===== src/rtl/vga_screen_arbiter_if.sv =====
// Screen-arbiter bus: per-screen requests and VGA vsync in, mux select and status out.
// The game controller side is the master; the arbiter is the slave.
interface vga_screen_arbiter_if #(
    parameter int NUM_SCREENS = 6,
    parameter int IDX_W       = 3,
    parameter int CNT_W       = 16
);
    logic [NUM_SCREENS-1:0] req;
    logic                   vga_vs;
    logic [NUM_SCREENS-1:0] sel;
    logic [IDX_W-1:0]       sel_idx;
    logic                   active;
    logic                   switch_pending;
    logic                   screen_changed;
    logic [CNT_W-1:0]       frames_shown;

    modport master (
        output req,
        output vga_vs,
        input  sel,
        input  sel_idx,
        input  active,
        input  switch_pending,
        input  screen_changed,
        input  frames_shown
    );

    modport slave (
        input  req,
        input  vga_vs,
        output sel,
        output sel_idx,
        output active,
        output switch_pending,
        output screen_changed,
        output frames_shown
    );
endinterface


===== src/rtl/vga_screen_arbiter.sv =====
// Fixed-priority full-screen source arbiter for the VGA output mux.
// Source changes happen only on a vsync fall, with optional black frames between screens.
module vga_screen_arbiter #(
    parameter int NUM_SCREENS  = 6,
    parameter int IDX_W        = 3,
    parameter int BLANK_FRAMES = 2,
    parameter int CNT_W        = 16
) (
    input  logic                 CLOCK_50,
    input  logic                 resetn,
    vga_screen_arbiter_if.slave  bus
);

    // state    | meaning
    // ST_BLACK | nothing routed, waiting for a request at a frame boundary
    // ST_SHOW  | screen r_cur routed to the output, counting frames
    // ST_BLANK | forced black between two screens, r_blank_cnt frames left
    typedef enum logic [1:0] {
        ST_BLACK = 2'd0,
        ST_SHOW  = 2'd1,
        ST_BLANK = 2'd2
    } state_t;

    state_t                 r_state;
    logic                   r_vs_meta;
    logic                   r_vs_sync;
    logic                   r_vs_prev;
    logic [IDX_W-1:0]       r_cur;
    logic [NUM_SCREENS-1:0] r_sel;
    logic                   r_active;
    logic                   r_changed;
    logic [CNT_W-1:0]       r_frames;
    logic [7:0]             r_blank_cnt;

    logic                   w_frame_tick;
    logic [IDX_W-1:0]       w_target;
    logic                   w_target_valid;
    logic [NUM_SCREENS-1:0] w_target_onehot;
    logic                   w_pending;

    // Idle level of vsync is high, so the synchronizer resets high to avoid a false tick.
    always_ff @(posedge CLOCK_50 or negedge resetn) begin
        if (!resetn) begin
            r_vs_meta <= 1'b1;
            r_vs_sync <= 1'b1;
            r_vs_prev <= 1'b1;
        end else begin
            r_vs_meta <= bus.vga_vs;
            r_vs_sync <= r_vs_meta;
            r_vs_prev <= r_vs_sync;
        end
    end

    assign w_frame_tick = r_vs_prev & ~r_vs_sync;

    always_comb begin
        w_target = '0;
        for (int i = NUM_SCREENS - 1; i >= 0; i--) begin
            if (bus.req[i]) begin
                w_target = IDX_W'(i);
            end
        end
    end

    assign w_target_valid  = |bus.req;
    assign w_target_onehot = NUM_SCREENS'(1) << w_target;

    always_comb begin
        w_pending = 1'b0;
        case (r_state)
            ST_BLACK: w_pending = w_target_valid;
            ST_SHOW:  w_pending = !w_target_valid || (w_target != r_cur);
            ST_BLANK: w_pending = 1'b1;
            default:  w_pending = 1'b0;
        endcase
    end

    always_ff @(posedge CLOCK_50 or negedge resetn) begin
        if (!resetn) begin
            r_state     <= ST_BLACK;
            r_cur       <= '0;
            r_sel       <= '0;
            r_active    <= 1'b0;
            r_changed   <= 1'b0;
            r_frames    <= '0;
            r_blank_cnt <= '0;
        end else begin
            r_changed <= 1'b0;
            case (r_state)
                ST_BLACK: begin
                    if (w_frame_tick && w_target_valid) begin
                        r_state   <= ST_SHOW;
                        r_cur     <= w_target;
                        r_sel     <= w_target_onehot;
                        r_active  <= 1'b1;
                        r_changed <= 1'b1;
                        r_frames  <= '0;
                    end
                end

                ST_SHOW: begin
                    if (w_frame_tick) begin
                        if (w_pending) begin
                            if (BLANK_FRAMES == 0) begin
                                if (w_target_valid) begin
                                    r_cur     <= w_target;
                                    r_sel     <= w_target_onehot;
                                    r_changed <= 1'b1;
                                    r_frames  <= '0;
                                end else begin
                                    r_state  <= ST_BLACK;
                                    r_sel    <= '0;
                                    r_active <= 1'b0;
                                end
                            end else begin
                                r_state     <= ST_BLANK;
                                r_blank_cnt <= 8'(BLANK_FRAMES);
                                r_sel       <= '0;
                                r_active    <= 1'b0;
                            end
                        end else if (r_frames != '1) begin
                            r_frames <= r_frames + CNT_W'(1);
                        end
                    end
                end

                ST_BLANK: begin
                    // The request is re-resolved only on the last blank tick.
                    if (w_frame_tick) begin
                        if (r_blank_cnt <= 8'd1) begin
                            r_blank_cnt <= '0;
                            if (w_target_valid) begin
                                r_state   <= ST_SHOW;
                                r_cur     <= w_target;
                                r_sel     <= w_target_onehot;
                                r_active  <= 1'b1;
                                r_changed <= 1'b1;
                                r_frames  <= '0;
                            end else begin
                                r_state <= ST_BLACK;
                            end
                        end else begin
                            r_blank_cnt <= r_blank_cnt - 8'd1;
                        end
                    end
                end

                default: begin
                    r_state  <= ST_BLACK;
                    r_sel    <= '0;
                    r_active <= 1'b0;
                end
            endcase
        end
    end

    assign bus.sel            = r_sel;
    assign bus.sel_idx        = r_cur;
    assign bus.active         = r_active;
    assign bus.switch_pending = w_pending;
    assign bus.screen_changed = r_changed;
    assign bus.frames_shown   = r_frames;

endmodule

===== src/flat_wrapper.sv =====
// flat-port wrapper written by rule: the top's interface ports become plain ports
module vga_screen_arbiter_flat 
#(
    parameter int NUM_SCREENS  = 6,
    parameter int IDX_W        = 3,
    parameter int BLANK_FRAMES = 2,
    parameter int CNT_W        = 16
)
  (CLOCK_50, resetn, bus_req, bus_vga_vs, bus_sel, bus_sel_idx, bus_active, bus_switch_pending, bus_screen_changed, bus_frames_shown);
  vga_screen_arbiter_if #(.NUM_SCREENS(NUM_SCREENS), .IDX_W(IDX_W), .CNT_W(CNT_W)) bus_i ();
  input  logic CLOCK_50;
  input  logic resetn;
  input wire logic [$bits(bus_i.req)-1:0] bus_req;
  input wire logic [$bits(bus_i.vga_vs)-1:0] bus_vga_vs;
  output wire logic [$bits(bus_i.sel)-1:0] bus_sel;
  output wire logic [$bits(bus_i.sel_idx)-1:0] bus_sel_idx;
  output wire logic [$bits(bus_i.active)-1:0] bus_active;
  output wire logic [$bits(bus_i.switch_pending)-1:0] bus_switch_pending;
  output wire logic [$bits(bus_i.screen_changed)-1:0] bus_screen_changed;
  output wire logic [$bits(bus_i.frames_shown)-1:0] bus_frames_shown;
  assign bus_i.req = bus_req;
  assign bus_i.vga_vs = bus_vga_vs;
  assign bus_sel = bus_i.sel;
  assign bus_sel_idx = bus_i.sel_idx;
  assign bus_active = bus_i.active;
  assign bus_switch_pending = bus_i.switch_pending;
  assign bus_screen_changed = bus_i.screen_changed;
  assign bus_frames_shown = bus_i.frames_shown;
  vga_screen_arbiter #(.NUM_SCREENS(NUM_SCREENS), .IDX_W(IDX_W), .BLANK_FRAMES(BLANK_FRAMES), .CNT_W(CNT_W)) u_core (.CLOCK_50(CLOCK_50), .resetn(resetn), .bus(bus_i));
endmodule

===== config.mk =====
export PLATFORM = sky130hd
export DESIGN_NAME = vga_screen_arbiter_flat
export DESIGN_NICKNAME = d
export VERILOG_FILES = /design/src/rtl/vga_screen_arbiter_if.sv /design/src/rtl/vga_screen_arbiter.sv /design/src/flat_wrapper.sv
export SDC_FILE = /design/constraint.sdc
export NUM_CORES = 1
export LEC_CHECK = 0
export CAP_MARGIN = 20
export CORE_MARGIN = 8
export CORE_UTILIZATION = 40
export DETAILED_ROUTE_END_ITERATION = 10
export GPL_TIMING_DRIVEN = 0
export PLACE_DENSITY_LB_ADDON = 0.08
export SETUP_SLACK_MARGIN = 0.15
export SYNTH_ARGS = -nofsm -noshare
export SYNTH_HDL_FRONTEND = slang
export SYNTH_SLANG_ARGS = --single-unit

===== constraint.sdc =====
create_clock -name CLOCK_50 -period 3.2 [get_ports CLOCK_50]
set_input_delay 0.32 -clock CLOCK_50 [delete_from_list [all_inputs] [get_ports CLOCK_50]]
set_output_delay 0.32 -clock CLOCK_50 [all_outputs]
set_load 0.005 [all_outputs]

==> results of run 1 <==
-- worst register-to-register path: cells and delay by family (launching register included) --
kind | cells | cell delay (ns)
AOI/OAI and AO/OA | 3 | 0.88
and+or+nand+nor | 4 | 0.91
DFF | 1 | 0.41
buffers and inverters | 1 | 0.09
-- synth_stat cells (all sizes together) (4+ instances only) --
cell type  count
dfrtp         37
nor2          21
nand2         18
o21ai         18
a21oi         17
nand3         11
inv            9
nand4          6
nor3           6
or3            6
or4            6
o31ai          5
a22o           4
nand2b         4
nor2b          4
o211ai         4
or2            4
-- metal layers --
| metal | GRT usage | up-vias |
|---|---|---|
| met2 | 0.228 | 31 |
| met3 | 0.0331 | 6 |
| li1 | - | 935 |
| met1 | 0.173 | 886 |
| met5 | 0 | - |
| met4 | 0.0498 | 0 |
-- power breakdown --
part           leakage, nW  internal, mW  total [mW]  switching [mW]
Combinational        0.552         0.300       0.622           0.322
Sequential           0.530         0.597       0.701           0.104
Clock               0.0645         0.275       0.451           0.176
-- kinds of logic (layout without fill, tap and decap cells) --
| kind of cell | count (synthesis) | in the layout |
|---|---|---|
| muxes | 3 | 3 |
| and+or+nand+nor | 94 | 94 |
| xor gates and xnor gates | 3 | 3 |
| AOI/OAI and AO/OA | 68 | 68 |
| DFF | 40 | 40 |
| buffers and inverters | 15 | 63 |
| adders and majority gates | 3 | 3 |
-- registers in the layout, indices dropped and copies added, names as in the netlist --
register / count
u_core.bus.frames_shown: 16
u_core.bus.screen_changed: 1
u_core.bus.active: 1
u_core.r_vs_prev: 1
u_core.r_vs_sync: 1
u_core.bus.sel: 6
u_core.r_vs_meta: 1
u_core.r_blank_cnt: 8
u_core.r_state: 2
u_core.bus.sel_idx: 3
-- through the flow --
stage	power, mW	cell area [sq um]	utilization
after floorplan	1.06	2160	-
after global placement	1.31	2600	0.507
after detailed placement	1.31	2620	0.509
after CTS	1.78	2760	0.537
after global routing	1.90	2780	0.541
final	1.77	2780	0.541
-- repair_timing --
action	4_1_cts	5_1_grt
endpoints found under the setup margin	1	1
setup buffers	0	2
hold buffers	1	0
cloned	0	0
gates resized for setup	1	2
hold endpoints to repair	9	0
pin swaps	0	1
-- final cells by class --
| class | instances | share of cell area |
|---|---|---|
| Multi-Input combinational cell | 171 | 0.392 |
| Sequential cell | 40 | 0.361 |
| Timing Repair Buffer | 40 | 0.144 |
| Clock buffer | 7 | 0.0346 |
| Tap cell | 70 | 0.0315 |
| Inverter | 10 | 0.0153 |
| Clock inverter | 1 | 0.0108 |
| Buffer | 5 | 0.0103 |
-- how the worst min path moves through the flow --
stage | from | to | slack (ns)
after global routing | u_core.r_vs_meta$_DFF_PN1_ | u_core.r_vs_sync$_DFF_PN1_ | 0.37
after floorplan | resetn | u_core.bus.active$_DFFE_PN0P_ | 0.02
final | u_core.r_vs_meta$_DFF_PN1_ | u_core.r_vs_sync$_DFF_PN1_ | 0.36
after global placement | u_core.r_vs_meta$_DFF_PN1_ | u_core.r_vs_sync$_DFF_PN1_ | 0.35
after CTS | u_core.r_vs_meta$_DFF_PN1_ | u_core.r_vs_sync$_DFF_PN1_ | 0.36
after detailed placement | resetn | u_core.bus.frames_shown[6]$_DFFE_PN0P_ | 0.20
-- placed cells by master, fill, tap and decap left out, drive strengths merged, types with 2 or more instances in the layout --
master          n
clkdlybuf4s50  35
o2bb2ai         2
dfstp           3
nor4            3
nor3            6
dfrtp          37
or4             6
nand2          18
inv             9
a32o            3
o22ai           3
nand4           6
and2            2
and3            3
o31ai           5
clkbuf          9
o211ai          4
xnor2           2
a21oi          17
a21o            2
o21a            2
or3             6
ha              3
nor2b           4
or2             4
nor2           21
nand3          11
nand2b          4
buf             7
a22o            4
o21ai          18
mux2i           3
==> flow_summary.json, run 1 <==
{
  "status": "complete, no violations",
  "drtAntennaViolNets": 0,
  "synth_edf_count": 0,
  "cp_data_arrival_time_ns": 2.51,
  "rsz0062_at_grt": "false",
  "ios": 37,
  "chipWidth_um": 89.4,
  "yosysTopAreaCell": "dfrtp_1",
  "dp_hpwl_mm": 3.87,
  "path_buf_inv": 2,
  "htreeDepth": 2,
  "worstPathRequired_ns": 2.88,
  "peakVddDrop_mv": 0.409,
  "cts_tree": "yes",
  "whs_ns": 0.362,
  "register_area_sq_mm": 0.00100,
  "die-area_sq_mm": 0.00800,
  "cts.root.buffer_cell": "clkbuf_8",
  "crit_chain": "clkdlybuf4s50_1 -> nor4_2 -> o21ai_1 -> a221o_2 -> nor2_2 -> o22ai_1 -> clkdlybuf4s50_1",
  "crit_slowest_cell": "clkdlybuf4s50_1",
  "start_kind": "primary input",
  "vias": 1858,
  "synthesis.nets": 238,
  "cp.depth": 7,
  "ys_seq_area_frac": 0.466,
  "crit_path_max_fanout": 6,
  "cp-end-kind": "output pin",
  "worstReg2RegEnd": "u_core.bus.sel[5]$_DFFE_PN0P_",
  "drive_gt1_frac": 0.120,
  "synth_cell_types": 49,
  "fp-row-count": 26,
  "post-route-period-util": 0.886,
  "crit_end": "bus_switch_pending",
  "grt_pass1_wl_mm": 8.63,
  "core_area_sq_mm": 0.00514,
  "multi_input_area_sq_mm": 0.00109,
  "setup_ws_ns": 0.365,
  "synth_area_per_cell_sq_um": 9.54,
  "tightest_slew_ns": 0.899,
  "synthMuxAreaShare": 0.0139,
  "cts_buffers": 5,
  "nets": 285,
  "yosysWarnings": 0,
  "post-place-ws_ns": 0.105,
  "wl_per_cell_um": 15.1,
  "maxCapViolCount": 0,
  "slew_viol_final": 0,
  "synth_compound_area_frac": 0.219,
  "gp_congestion": 0.851,
  "critical_path_class": "primary input to output pin",
  "post-route-drc-count": 0,
  "powerDensity_mw_per_mm2": 638,
  "drtPass1Iterations": 4,
  "cts_buffer_depth": 2,
  "ys_seq_elements": 40,
  "synth_fa_ha_area_frac": 0.0174,
  "antenna_found_initial": 0,
  "syn_to_final_growth_pct": 29.0,
  "crit_family": "buffers and inverters",
  "synthFlopType": "dfrtp_1",
  "cts.sinks": 40,
  "skew_ns": 0.00901,
  "top_layer": "met4",
  "period_minus_slack_ns": 2.83,
  "tns_ns": 0,
  "synth_top_family_by_area": "simple AND/OR/NAND/NOR gates",
  "reg2reg_depth": 8,
  "hold_viol_final": 0,
  "routed-wl-met2_mm": 2.56,
  "cp-startpoint": "bus_req[0]",
  "dp.cells": 333,
  "grt_pass1_vias": 1798,
  "viasPerCell": 5.40,
  "synth_cells": 226,
  "synthSimpleGateAreaFrac": 0.238,
  "yosysTopAreaCellShare": 0.429,
  "die_h_um": 89.4,
  "port_buffers": 36,
  "routed_wl_mm": 5.18,
  "synth_area_sq_mm": 0.00216,
  "setup_viol": 0,
  "final.fill_count": 504,
  "slew_headroom": 0.393,
  "postSynth.asyncResetShare": 1.00,
  "regToRegStartpoint": "u_core.r_blank_cnt[4]$_DFFE_PN0P_",
  "synth_area_leaders": "dfrtp_1 43%, a21oi_1 3.9%, o21ai_0 3.7%",
  "wl_met1_mm": 2.33,
  "wl_met3_um": 241,
  "grt-ovfl-total": 0,
  "min_path_type": "flip-flop to flip-flop",
  "initial_core_util": 0.419,
  "path_clk_slew_ns": 0.07,
  "r2r_setup_slack_ns": 0.82,
  "power_leakage_nw": 1.15,
  "antenna_cells": 0,
  "fmax_ghz": 0.353,
  "path_common_cell": "clkdlybuf4s50_1",
  "grt_use_total": 0.139,
  "critical_path.max_stage_delay_ns": 0.53,
  "yosys.area_share.xor_xnor": 0.0122,
  "clkLatencyLatePin_ns": 0.30,
  "layout.cells.non_filler": 344,
  "drtIter0Drc": 45,
  "holdPathStages": 0,
  "grt_max_degree": 32
}
Note: power is estimated with default switching activity, not from simulation.
==> run 2, diff against run 1 <==
- SLEW_MARGIN: not set -> 15
==> results of run 2 <==
The final DEF is identical to that of run 1; final timing and power are the same.
